--- config.mk ---
export PLATFORM = sky130hd
export DESIGN_NAME = dec_step_onehot
export DESIGN_NICKNAME = d
export VERILOG_FILES = /design/src/rtl/dec_step_onehot.sv
export SDC_FILE = /design/constraint.sdc
export NUM_CORES = 1
export LEC_CHECK = 0
export CORE_AREA = 2 2 39 41
export DETAILED_ROUTE_END_ITERATION = 10
export DIE_AREA = 0 0 41 43
export DONT_BUFFER_PORTS = 1
export PLACE_DENSITY = 0.42
export SYNTH_ARGS = -nofsm -noshare
export SYNTH_HDL_FRONTEND = slang
export SYNTH_SLANG_ARGS = --single-unit
--- constraint.sdc ---
create_clock -name Clock -period 1.9 [get_ports Clock]
set_input_delay 0.475 -clock Clock [delete_from_list [all_inputs] [get_ports Clock]]
set_output_delay 0.475 -clock Clock [all_outputs]
set_load 0.05 [all_outputs]
--- src/rtl/dec_step_onehot.sv ---
// N-to-2^N one-hot decoder with registered outputs and a built-in step counter.
// Optional Done pulse on step-mode wrap: define DEC_STEP_DONE_EN.
module dec_step_onehot #(
    parameter int N    = 3,
    parameter int LAST = 2**N - 1
) (
    input  logic            Clock,
    input  logic            Resetn,
    input  logic            En,
    input  logic            Mode,
    input  logic            Clear,
    input  logic            Load,
    input  logic [N-1:0]    W,
    output logic [0:2**N-1] Y,
    output logic [N-1:0]    Step,
    output logic            Valid
`ifdef DEC_STEP_DONE_EN
    ,
    output logic            Done
`endif
);

    localparam int          OUT    = 2**N;
    localparam logic [N-1:0] LAST_C = N'(LAST);

    logic [N-1:0] step_q, step_d;
    logic         act_q;

`ifdef DEC_STEP_DONE_EN
    logic wrap_d;
    logic done_q;
`endif

    // Clear > Load (step mode only) > advance/direct capture > hold
    always_comb begin
        step_d = step_q;
`ifdef DEC_STEP_DONE_EN
        wrap_d = 1'b0;
`endif
        if (Clear) begin
            step_d = '0;
        end else if (Mode && Load) begin
            step_d = W;
        end else if (En) begin
            if (!Mode) begin
                step_d = W;
            end else if (step_q >= LAST_C) begin
                step_d = '0;
`ifdef DEC_STEP_DONE_EN
                wrap_d = 1'b1;
`endif
            end else begin
                step_d = step_q + 1'b1;
            end
        end
    end

    always_ff @(posedge Clock or negedge Resetn) begin
        if (!Resetn) begin
            step_q <= '0;
            act_q  <= 1'b0;
        end else begin
            step_q <= step_d;
            act_q  <= En;
        end
    end

`ifdef DEC_STEP_DONE_EN
    always_ff @(posedge Clock or negedge Resetn) begin
        if (!Resetn) begin
            done_q <= 1'b0;
        end else begin
            done_q <= wrap_d;
        end
    end

    assign Done = done_q;
`endif

    // Y is ascending-indexed: code k lands on Y[OUT-1-k]
    always_comb begin
        Y = '0;
        for (int k = 0; k < OUT; k++) begin
            Y[OUT-1-k] = act_q && (step_q == N'(k));
        end
    end

    assign Step  = step_q;
    assign Valid = act_q;

endmodule

==> results list <==
- The run finished with clean final reports.
* CTS Sinks: 4
* RR Startpoint: Step[0]$_DFFE_PN0P_
- RSZ-0062 raised after global routing: no
- Most common cell after layout, fill and taps aside: sky130_fd_sc_hd__buf_12
- Port-buffer cells: 0
- For this run the aggregate overflow at the end of global routing stands at 0.
* Die Y-Extent: 43 µm
- Startpoint type of the worst setup path: register
- Along the worst hold path, the cell count comes to 0.
- Launch point of the critical path: Step[0]$_DFFE_PN0P_
- Overall die width: 41 µm
- After synthesis, the netlist uses 17 different library cells.
- Category of the critical setup timing path: register to output pin
- Clock buffers created by TritonCTS: 3
* Clock latency of the later-clocked register in the worst-skew pair: 0.25 ns
* DRC violation count after routing: 0
- Number of vias in the routed layout: 348
* MaxCap Viol Count: 0
- The floorplan has 14 rows.
- The floorplan step defined a die boundary enclosing 1763 µm².
- Number of failing hold endpoints at the final stage: 0
- The top cell type by area accounts for 27.40% of the synthesized area.
* Number of routed nets with antenna violations: 0
* CP arrival: 1.38 ns
- Across the routed clock network, the largest skew measured is 0.007023 ns.
* Share of the yosys chip area belonging to registers: 27.40%
- Largest net degree at the start of global routing: 8
- Antenna violations before repair: 0
- Number of nets in the layout: 68
- After detailed routing, the average wire length per cell comes to 13.75 µm.
- Peak fanout along the critical path: 2
- Total cell area at the placement stage: 560.5 µm²
- Counting along the longest clock path gives a buffer depth of 2.
- Summed over all failing endpoints, the final setup total negative slack is 0 ns.
- For this run, the number of Yosys warnings is 0.
* Clock-pin slew on the worst setup and hold paths: 0.04 ns
- Top-level I/O count: 21
* Number of H-tree branching levels: 1
- The via count of the first global-routing pass was 374.
* Global router's overall resource usage: 12.19%
- Once the floorplan was initialized, standard cells occupied 26.40% of the core.
* DRT iter0 DRCs: 5
* Total leakage power: 0.2744 nW
- Buffer type at the clock tree root: sky130_fd_sc_hd__clkbuf_4
* Fmax: 0.5380 GHz
- Buffers inserted by post-CTS timing repair: 0
- Dividing the final minimum period by the clock period gives 97.82%.
- Filler cell count: 140
* Max-slew headroom at the worst pin: 69.02%
* Clock tree from TritonCTS: yes
* Path type of the worst min-delay path: primary input to register
- The routed design has 935 µm of wire.
- Worst Min Path Start: En
- In this run, synthesis produced a sequential element count of 4.
- In the final layout, the share of cells above drive strength 1 is 53.85%.
* Average footprint of a synthesized cell: 10.15 µm²
- Of all cell types, the one taking the most synthesized area is sky130_fd_sc_hd__dfrtp_1.
- Multi-input gate area in the final layout: 270.3 µm²
* Detail-routed via count per cell: 5.118
- Leading cell types by total area after synthesis: sky130_fd_sc_hd__dfrtp_1 27%, sky130_fd_sc_hd__ha_1 21%, sky130_fd_sc_hd__and2_1 8.6%
* Peak VDD IR: 0.3306 mV
- The first global-routing pass estimated 1442 µm of wire.
- Number of nets produced by synthesis: 51
- The final-report max-slew violation count was 0.
* Netlist area before placement: 365.4 µm²
- Mapped Cells: 36
- Type of destination of the critical path: output pin
- Power density relative to cell area: 585.8 nW/µm²
* First-pass DRT Iterations: 2
- Sequential standard cell area: 103.9 µm²
* Core region area: 1384 µm²
* Cell area after layout: 631.9 µm²
* Total setup violations reported at the end of the flow: 0
* Actual slew at the worst max-slew pin: 0.4648 ns
- Worst path required time: 1.42 ns
- Routability-driven placement finished with a final weighted congestion of 0.7891.
- Top library cells by usage in the layout, fill and taps aside: 7 x sky130_fd_sc_hd__buf_12, 5 x sky130_fd_sc_hd__ha_1, 4 x sky130_fd_sc_hd__and2_1
- The repair_antennas step left the layout with diodes totalling 0.
- Post-detail-place hpwl: 799.1 µm
- Shortest clock period the worst path allows after layout: 1.859 ns
- Worst Reg2Reg Path Length in Cells: 4
- Area added between synthesis and finish: 72.95%
==> sequential cells by signal, indices dropped and copies added, names as in the netlist <==
signal,cells
Step,3
Valid,1
==> Yosys cell counts <==
| library cell | n |
|---|---|
| sky130_fd_sc_hd__and2_1 | 5 |
| sky130_fd_sc_hd__nor3_1 | 1 |
| sky130_fd_sc_hd__and3_1 | 3 |
| sky130_fd_sc_hd__a221oi_1 | 1 |
| sky130_fd_sc_hd__a221oi_2 | 2 |
| sky130_fd_sc_hd__dfrtp_1 | 4 |
| sky130_fd_sc_hd__a21oi_1 | 2 |
| sky130_fd_sc_hd__ha_1 | 6 |
| sky130_fd_sc_hd__or3_2 | 1 |
| sky130_fd_sc_hd__or4_1 | 1 |
| sky130_fd_sc_hd__mux2i_1 | 1 |
| sky130_fd_sc_hd__o2bb2ai_1 | 1 |
| sky130_fd_sc_hd__inv_1 | 4 |
| sky130_fd_sc_hd__or4b_1 | 1 |
| sky130_fd_sc_hd__and2b_1 | 1 |
| sky130_fd_sc_hd__o22ai_1 | 1 |
| sky130_fd_sc_hd__nand2b_4 | 1 |
==> routing by layer <==
| layer | part of all wire, % | GRT usage [%] |
|---|---|---|
| met3 | 8.3 | 2.618 |
| met1 | 33 | 11.04 |
| met4 | 2.4 | 6.000 |
| met5 | 0 | 0 |
| met2 | 56 | 22.81 |
==> through the flow <==
step | instances | power, mW | util (%) | worst slack (ns) | hold slack, ns
floorplan | 36 | 0.1855 | - | 0.03882 | 0.1794
global placement | 63 | 0.2344 | 40.51 | 0.1755 | 0.1795
detailed placement | 63 | 0.2368 | 40.51 | 0.1252 | 0.1795
CTS | 68 | 0.3716 | 44.76 | 0.004416 | 0.2576
global route | 68 | 0.3861 | 45.66 | 0.007843 | 0.2591
finish | 68 | 0.3702 | 45.66 | 0.04137 | 0.2634
==> path summary, 6_finish.rpt <==
| kind | to | slack (ns) |
|---|---|---|
| max in group asynchronous | Step[1]$_DFFE_PN0P_ | 1.20 |
| worst max register to register | Step[2]$_DFFE_PN0P_ | 0.09 |
| worst max-delay path | Y[4] | 0.04 |
| worst min register to register | Step[2]$_DFFE_PN0P_ | 0.69 |
| min in group asynchronous | Step[2]$_DFFE_PN0P_ | 0.51 |
| worst min-delay path | Valid$_DFF_PN0_ | 0.26 |
==> where the power goes <==
group	switching, mW	internal [mW]	leakage, nW
sequential	0.00754	0.0930	0.0465
combinational	0.0858	0.0627	0.213
clock	0.0418	0.0792	0.0150
==> cell type report <==
type,instances,area share [%]
multi-input combinational,28,42.77
sequential,4,16.44
clock buffer,4,4.158
inverter,4,3.168
tap,16,3.168
timing repair buffer,12,30.30
==> critical path: stages (launching register included) <==
cell and delay (ns):
sky130_fd_sc_hd__dfrtp_2 0.42, sky130_fd_sc_hd__ha_1 0.23, sky130_fd_sc_hd__ha_1 0.18, sky130_fd_sc_hd__and2_1 0.16, sky130_fd_sc_hd__buf_12 0.15
==> what timing repair did <==
item                                   CTS  global route
resized for setup                        8             4
setup endpoints to repair                6             3
hold buffers                             1             0
endpoints found under the hold margin    4             0
==> logic make-up (layout without fill, tap and decap cells) <==
logic type               Yosys count  in the layout  synth area share (%)
flip-flops                         4              4                 27.40
AND/OR/NAND/NOR                   14             14                 27.74
adder cells (fa/ha/maj)            6              6                 20.55
AO/OA/AOI/OAI                      7              7                 17.47
buffers and inverters              4             20                 4.108
multiplexers                       1              1                 2.740
Note: power is estimated with default switching activity, not from simulation.
